$ cat src/rtl/uart_pkg.sv
// Shared definitions for the UART transmit arbitration slice.
package uart_pkg;
  localparam int UART_BYTE_W = 8;
  localparam int GRANT_ID_W  = 3;

  typedef enum logic {IDLE = 1'b0, GRANT = 1'b1} arb_state_e;
endpackage

$ cat src/rtl/rr_arbiter.sv
// Combinational round-robin pick: first requester set searching upward
// from the slot after the last owner, wrapping modulo N.
module rr_arbiter
  import uart_pkg::*;
#(
  parameter int N = 4
) (
  input  logic [N-1:0]            req,
  input  logic [GRANT_ID_W-1:0]   last,
  output logic [N-1:0]            gnt,
  output logic                    any
);

  logic found;

  always_comb begin
    gnt   = '0;
    found = 1'b0;
    for (int k = 1; k <= N; k++) begin
      if (!found && req[(int'(last) + k) % N]) begin
        gnt[(int'(last) + k) % N] = 1'b1;
        found = 1'b1;
      end
    end
  end

  assign any = |req;

endmodule

$ cat src/rtl/uart_tx_arbiter.sv
// Packet-granular round-robin sharing of one UART tx core among N byte
// streams; owner keeps the grant until last byte, burst cap or stall timeout.
module uart_tx_arbiter
  import uart_pkg::*;
#(
  parameter int N         = 4,
  parameter int MAX_BURST = 16,
  parameter int IDLE_TMO  = 64
) (
  input  logic                     clk,
  input  logic                     rst,
  input  logic [N-1:0]             req_valid,
  input  logic [UART_BYTE_W*N-1:0] req_data,
  input  logic [N-1:0]             req_last,
  output logic [N-1:0]             req_ready,
  output logic [UART_BYTE_W-1:0]   tx_data,
  output logic                     tx_valid,
  input  logic                     tx_ready,
  output logic [GRANT_ID_W-1:0]    grant_id,
  output logic                     busy
);

  arb_state_e             state;
  logic [GRANT_ID_W-1:0]  last_grant;
  logic [7:0]             burst_cnt;
  logic [9:0]             tmo_cnt;

  logic [N-1:0]           pick;
  logic                   pick_any;
  logic [GRANT_ID_W-1:0]  pick_idx;
  logic                   own_valid, own_last, accept;
  logic [UART_BYTE_W-1:0] own_byte;
  logic                   burst_hit, tmo_hit, release_now;
  logic [7:0]             burst_next;

  rr_arbiter #(.N(N)) u_rr (
    .req  (req_valid),
    .last (last_grant),
    .gnt  (pick),
    .any  (pick_any)
  );

  always_comb begin
    pick_idx = '0;
    for (int i = 0; i < N; i++)
      if (pick[i]) pick_idx = GRANT_ID_W'(i);
  end

  // Owner's stream is muxed out; a byte is taken only when the output reg is free or draining.
  always_comb begin
    own_valid = 1'b0;
    own_last  = 1'b0;
    own_byte  = '0;
    req_ready = '0;
    for (int i = 0; i < N; i++) begin
      if (grant_id == GRANT_ID_W'(i)) begin
        own_valid    = req_valid[i];
        own_last     = req_last[i];
        own_byte     = req_data[i*UART_BYTE_W +: UART_BYTE_W];
        req_ready[i] = (state == GRANT) && req_valid[i] && (!tx_valid || tx_ready);
      end
    end
  end

  assign accept      = |req_ready;
  assign burst_hit   = ({1'b0, burst_cnt} + 9'd1) >= 9'(MAX_BURST);
  assign tmo_hit     = ({1'b0, tmo_cnt} + 11'd1) >= 11'(IDLE_TMO);
  assign burst_next  = (burst_cnt >= 8'(MAX_BURST)) ? burst_cnt : burst_cnt + 8'd1;
  assign release_now = accept ? (own_last || burst_hit) : (!own_valid && tmo_hit);

  always_ff @(posedge clk or posedge rst) begin
    if (rst) begin
      state      <= IDLE;
      busy       <= 1'b0;
      grant_id   <= '0;
      last_grant <= GRANT_ID_W'(N-1);
      burst_cnt  <= '0;
      tmo_cnt    <= '0;
      tx_data    <= '0;
      tx_valid   <= 1'b0;
    end else begin
      // Output byte survives a release and drains before the next owner's first byte.
      if (accept) begin
        tx_data  <= own_byte;
        tx_valid <= 1'b1;
      end else if (tx_valid && tx_ready) begin
        tx_valid <= 1'b0;
      end

      case (state)
        IDLE: begin
          if (pick_any) begin
            state     <= GRANT;
            busy      <= 1'b1;
            grant_id  <= pick_idx;
            burst_cnt <= '0;
            tmo_cnt   <= '0;
          end
        end
        GRANT: begin
          if (accept) begin
            burst_cnt <= burst_next;
            tmo_cnt   <= '0;
          end else if (!own_valid) begin
            tmo_cnt <= tmo_cnt + 10'd1;
          end
          if (release_now) begin
            state      <= IDLE;
            busy       <= 1'b0;
            last_grant <= grant_id;
          end
        end
      endcase
    end
  end

endmodule

$ cat config.mk
export PLATFORM = sky130hd
export DESIGN_NAME = uart_tx_arbiter
export DESIGN_NICKNAME = d
export VERILOG_FILES = /design/src/rtl/uart_pkg.sv /design/src/rtl/rr_arbiter.sv /design/src/rtl/uart_tx_arbiter.sv
export SDC_FILE = /design/constraint.sdc
export NUM_CORES = 1
export LEC_CHECK = 0
export BUFFER_PORTS_ARGS = -buffer_cell sky130_fd_sc_hd__buf_2
export CELL_PAD_IN_SITES_DETAIL_PLACEMENT = 0
export CELL_PAD_IN_SITES_GLOBAL_PLACEMENT = 1
export CORE_MARGIN = 2
export CORE_UTILIZATION = 30
export CTS_BUF_LIST = sky130_fd_sc_hd__clkbuf_4
export CTS_CLUSTER_SIZE = 20
export DETAILED_ROUTE_END_ITERATION = 12
export GPL_ROUTABILITY_DRIVEN = 0
export HOLD_SLACK_MARGIN = 0.05
export PLACE_DENSITY = 0.67
export SLEW_MARGIN = 20
export SYNTH_ARGS = -nofsm -noshare
export SYNTH_HDL_FRONTEND = slang
export SYNTH_SLANG_ARGS = --single-unit
$ cat constraint.sdc
create_clock -name clk -period 3.2 [get_ports clk]
set_clock_uncertainty 0.1 [all_clocks]
set_input_delay 0.64 -clock clk [delete_from_list [all_inputs] [get_ports clk]]
set_output_delay 0.64 -clock clk [all_outputs]
set_load 0.05 [all_outputs]
Yosys cells after proc, flatten, opt, wreduce, memory -nomap -nowiden
Cells that the tools add are included.

word-level totals
  bits in registers = 33
  input bits = 43
  logic and storage cells = 143
  output and inout port bits = 17

operators by class
  eq/ne operators = 8
  add/subtract/negate cells = 8
  mux-type cells = 63
  order comparisons = 11
  bitwise gates (word level) = 8
  reductions and logical operators = 37

operators by type and width
  operator                                                             number
  two-way mux 8 bit                                                    7
  two-way mux 1 bit                                                    35
  two-way mux 10 bit                                                   3
  one-hot mux 10 bit (2 select lines)                                  1
  logical AND 1 bit                                                    17
  less-than comparator 3 x 4 -> 1 bit (second input constant)          4
  two-way mux 4 bit                                                    4
  one-hot mux 8 bit (2 select lines)                                   1
  greater-or-equal comparator 3 x 1 -> 1 bit (second input constant)   4
  bitwise OR 4 bit                                                     3
  adder 10 x 1 -> 11 bit (second input constant)                       1
  greater-or-equal comparator 11 x 7 -> 1 bit (second input constant)  1
  adder 10 x 1 -> 10 bit (second input constant)                       1
  adder 8 x 1 -> 9 bit (second input constant)                         1
  greater-or-equal comparator 9 x 5 -> 1 bit (second input constant)   1
  adder 8 x 1 -> 8 bit (second input constant)                         1
  binary-select mux 1 bit (select 2 bit)                               4
  demux 1 bit (select 2 bit)                                           4
  greater-or-equal comparator 8 x 5 -> 1 bit (second input constant)   1
  AND reduction 2 bit                                                  4
  OR reduction 2 bit                                                   4
  OR reduction 4 bit                                                   2
  zero test 1 bit                                                      5
  adder 2 x 1 -> 2 bit (second input constant)                         2
  other kinds (14)                                                     24

Longest topological paths before layout
  depth in word-level cells = 19
  mapped depth = 8
  gate-level depth less buffers = 7

Hierarchy
Synthesis repeated with hierarchy kept, for this count alone.

second synthesis, totals
  cell total of the unflattened synthesis = 226
  area, all modules = 2334.7 um2

modules (own cells, without submodules)
  module           area an instance (um2)  instances  cells an instance  seq. area each (um2)
  uart_tx_arbiter  1969.4                  1          187                828.3
  rr_arbiter       365.4                   1          39                 0.0

Least setup slack after synthesis
No wires, ideal clock.

  path type = register to output
  from = register grant_id[1]
  to = output req_ready[0]
  data required time = 2.460 ns
  path buffers = 2
  arrival = 2.714 ns
  stages on the path, launching flop included = 4
  setup slack = -0.254 ns
  cell sequence = dfrtp_1 > clkbuf_1 > clkbuf_1 > nor4b_1

between the ends
  word-level cells in the longest chain between the ends = 2

ends and longest elaborated chain
  element                 RTL line               source
  from (decl)             uart_tx_arbiter.sv:19  output logic [GRANT_ID_W-1:0] grant_id,
  from (signal assigned)  uart_tx_arbiter.sv:95  grant_id <= pick_idx;
  zero test 3 bit         uart_tx_arbiter.sv:56  if (grant_id == GRANT_ID_W'(i)) begin
  two-way mux 1 bit       uart_tx_arbiter.sv:56
  to (decl)               uart_tx_arbiter.sv:15  output logic [N-1:0] req_ready,

Every way passes these cells.

Worst setup path in the final report
  from = register last_grant[0]
  to = register grant_id[1]

between the ends
  word-level cells in the longest chain between the ends = 16
  elaborated cells between the ends (all ways) = 62
  classes of those cells = add/sub: 4; order compare: 8; mux: 29; bitwise: 7; reduce/logical: 14

ends and longest elaborated chain
  element                                                                                 RTL line                            source
  from (decl)                                                                             uart_tx_arbiter.sv:24               logic [GRANT_ID_W-1:0] last_grant;
  from (signal assigned)                                                                  uart_tx_arbiter.sv:76               last_grant <= GRANT_ID_W'(N-1);
  from (signal assigned)                                                                  uart_tx_arbiter.sv:110              last_grant <= grant_id;
  adder 2 x 1 -> 2 bit                                                                    rr_arbiter.sv:20, rr_arbiter.sv:21
  OR reduction 2 bit (no line) or binary-select mux 1 bit (select 2 bit) (tied branches)  --
  AND 1 bit (no line) or two-way mux 1 bit (tied branches)                                --
  less-than comparator 3 x 4 -> 1 bit (implied by the code) (tied with other cells)       rr_arbiter.sv:21                    gnt[(int'(last) + k) % N] = 1'b1;
  logical AND 1 bit (implied by the code) or two-way mux 1 bit (tied branches)            rr_arbiter.sv:21, rr_arbiter.sv:20
  two-way mux 1 bit (implied by the code) or zero test 1 bit (tied branches)              rr_arbiter.sv:21, rr_arbiter.sv:20
  demux 1 bit (select 2 bit) or logical AND 1 bit (tied branches)                         --
  two-way mux 4 bit or two-way mux 1 bit (tied branches)                                  rr_arbiter.sv:20                    if (!found && req[(int'(last) + k) % N]) begin
  bitwise OR 4 bit (no line) or zero test 1 bit (tied branches)                           --
  two-way mux 4 bit or logical AND 1 bit (tied branches)                                  rr_arbiter.sv:20
  bitwise OR 4 bit (no line) or two-way mux 1 bit (tied branches)                         --
  two-way mux 4 bit or zero test 1 bit (tied branches)                                    rr_arbiter.sv:20
  bitwise OR 4 bit (no line) or logical AND 1 bit (tied branches)                         --
  two-way mux 4 bit (*)                                                                   rr_arbiter.sv:20
  two-way mux 2 bit                                                                       uart_tx_arbiter.sv:46               if (pick[i]) pick_idx = GRANT_ID_W'(i);
  two-way mux 2 bit (*)                                                                   uart_tx_arbiter.sv:46

Every way passes the cells marked *; elsewhere a longest branch is shown, timed or not. The select of a mux whose other input is x is not followed.
A chain may end at the register's enable or synchronous reset.

==> impl_metrics.tcl <==
set metrics [dict create \
    outcome "finished, final reports clean" \
    final-setup-viol-count 0 \
    rsz0062_at_grt "no" \
    clk_pin_slew_ns 0.10 \
    ys_ff_latch 33 \
    path_cells "inv_1 > ha_1 > mux4_2 > nand2_1 > o21ai_0 > a2111oi_0 > a41oi_1" \
    syn-cell-area_sq_mm 0.00227 \
    drc_errors 0 \
    arrival_ns 2.96 \
    grt_first_pass_wirelength_um 8770 \
    layout_min_cycle_time_ns 2.88 \
    max_stage_delay_ns 0.68 \
    ctsHoldBuffers 0 \
    fin_setup_tns_ns 0 \
    cts_root_buf "clkbuf_4" \
    synthArstFlopShare_pct 100 \
    syn2layout_area_growth_pct 19.2 \
    critical_path_required_ns 3.28 \
    synth_area_leader_cell "dfrtp_1" \
    vias 1858 \
    ys_warn_count 0 \
    netlist_top_cells_count "dfrtp_1, nor2_1, nand2_1" \
    die_h_um 91.0 \
    worst-path-stages 7 \
    grt_max_degree 34 \
    fillers 787 \
    io_pins 60 \
    r2r_end "grant_id[1]$_DFFE_PP0P_" \
    fin_crit_sh_pct 90.1 \
    nets 329 \
    numPortBuffers 58 \
    finalHoldViolCount 0 \
    initial_core_util_pct 31.2 \
    whs_ns 0.280 \
    worstMarginPinSlew_ns 0.624 \
    antenna_found_initial 0 \
    post_cts_resized 0 \
    cpMaxStageDelayCell "dfstp_2" \
    rrSetupSlack_ns 0.32 \
    synth_area_per_cell_sq_um 10.3 \
    clock_latency_ns 0.33 \
    num_rows 31 \
    cellPowerDensity_mw_per_mm2 862 \
    ys.flop_type "dfrtp_1" \
    ys_types 55 \
    gr-total-overflow 0 \
    yosysTopAreaCellShare_pct 34.1 \
    cts_setup_buffers 0 \
    antennaDiodeCount 0 \
    hp-class "in2async" \
    core_sq_mm 0.00729 \
    synth_edf_count 0 \
    grt_pass1_vias 1838 \
    cellLeakagePower_nw 1.22 \
    drt_first_pass_iters 4 \
    synth.area.top_cells "dfrtp_1, mux4_2, ha_1, mux2_2, nor2_1" \
    slew_headroom_pct 57.3 \
    yosysMostFrequentCell "dfrtp_1" \
    ant_nets 0 \
    seq_area_frac_synth_pct 36.5 \
    startpoint_type "register" \
    ir_drop_uv 336 \
    synthCells 220 \
    maxCapViolCount 0 \
    via_per_inst 4.95 \
    worst-setup-path-type "reg2reg" \
    crit_buf_inv 1 \
    dr.first_iter.drc_count 35 \
    cts_max_level 2 \
    cts-buffers-inserted 5 \
    cts_tree "built" \
    worst_setup_path_end_kind "register" \
    timing.fmax_mhz 347 \
    maxSlewViolCount 0 \
    cts_max_path_buffers 2 \
    grt_usage_pct 13.0 \
    cpLargestDelayFamily "compound AO/OA/AOI/OAI gates" \
    synth_nets 274 \
    die_w_um 91.0 \
    r2r_cells 7 \
    path_max_fanout 12 \
    cts.sinks 33 \
    dp_hpwl_um 3770 \
    wirelength_um 5050 \
    drive_gt1_share_pct 35.9 \
    wl_per_cell_um 13.5 \
    worstReg2RegStart "last_grant[0]$_DFFE_PP1P_" \
    die_area_sq_mm 0.00829 \
]
[how the worst max path moves through the flow]
stage | from | to | slack [ns]
after floorplan | grant_id[0]$_DFFE_PP0P_ | req_ready[1] | 0.08
after global placement | last_grant[0]$_DFFE_PP1P_ | grant_id[1]$_DFFE_PP0P_ | 0.44
after detailed placement | last_grant[0]$_DFFE_PP1P_ | grant_id[1]$_DFFE_PP0P_ | 0.40
after CTS | last_grant[0]$_DFFE_PP1P_ | grant_id[1]$_DFFE_PP0P_ | 0.36
after global routing | last_grant[0]$_DFFE_PP1P_ | grant_id[1]$_DFFE_PP0P_ | 0.08
final | last_grant[0]$_DFFE_PP1P_ | grant_id[1]$_DFFE_PP0P_ | 0.32
[kinds of logic (layout without fill, tap and decap cells)]
group                    after synthesis  count (layout)  share of synthesized area, %
multiplexers                          25              25                          18.9
other                                  1               1                         0.165
buffers and inverters                 24              80                          4.90
flip-flops                            33              33                          36.5
AND/OR/NAND/NOR                       78              78                          18.4
AO/OA/AOI/OAI                         44              44                          13.6
XOR/XNOR                               4               4                          1.54
adder cells (fa/ha/maj)               11              11                          6.06
[cell usage in the layout (no fill, tap or decap), types with 3 or more instances in the layout]
| cell | count |
|---|---|
| clkbuf_4 | 5 |
| and2_1 | 3 |
| nor2_1 | 20 |
| a21oi_1 | 6 |
| o21ai_0 | 13 |
| nand2_1 | 16 |
| xnor2_1 | 3 |
| buf_2 | 58 |
| ha_1 | 11 |
| and3b_1 | 3 |
| dfrtp_1 | 31 |
| nor3_1 | 7 |
| inv_1 | 9 |
| or3_1 | 3 |
| mux2_2 | 9 |
| nand2b_1 | 3 |
| nand3_1 | 6 |
| buf_4 | 5 |
| mux4_2 | 10 |
[metrics by stage]
stage | power, W | cell area, sq um | instances | util (%) | setup slack, ns
2_1_floorplan | 0.00184 | 2280 | 220 | - | 0.0756
3_3_place_gp | 0.00213 | 2660 | 367 | 36.4 | 0.436
3_5_place_dp | 0.00214 | 2660 | 367 | 36.4 | 0.403
4_1_cts | 0.00237 | 2710 | 375 | 37.1 | 0.358
5_1_grt | 0.00252 | 2710 | 375 | 37.1 | 0.0801
6_report | 0.00233 | 2710 | 375 | 37.1 | 0.318
[where the power goes]
group | switching, W | internal (W) | total [W]
Sequential | 0.000143 | 0.000566 | 0.000709
Combinational | 0.000850 | 0.000558 | 0.00141
Clock | 0.000136 | 0.0000794 | 0.000216
Total | 0.00113 | 0.00120 | 0.00233
[tightest hold or removal path: cells and delay by family]
family / cells / cell delay (ns)
buffers and inverters: 3 / 0.49
[layout make-up]
cell class,count,area (sq um),area share (%)
Inverter,9,33.8,1.25
Sequential cell,33,828,30.6
Multi-Input combinational cell,163,1340,49.6
Clock inverter,3,12.5,0.462
Timing Repair Buffer,63,328,12.1
Clock buffer,5,37.5,1.39
Tap cell,99,124,4.57
[metal layers]
| layer | vias up | part of all wire, % | global-route usage (%) |
|---|---|---|---|
| met5 | - | 0 | 0 |
| met4 | 0 | 0.95 | 3.41 |
| met3 | 5 | 3.2 | 3.24 |
| met2 | 30 | 51 | 21.5 |
| met1 | 898 | 45 | 17.0 |
| li1 | 925 | - | - |
[flip-flops by register name, summed over array words and instances (netlist names)]
signal	cells
burst_cnt	8
busy	1
state	1
grant_id	2
last_grant	2
tx_valid	1
tx_data	8
tmo_cnt	10
(Power assumes the default switching activity.)
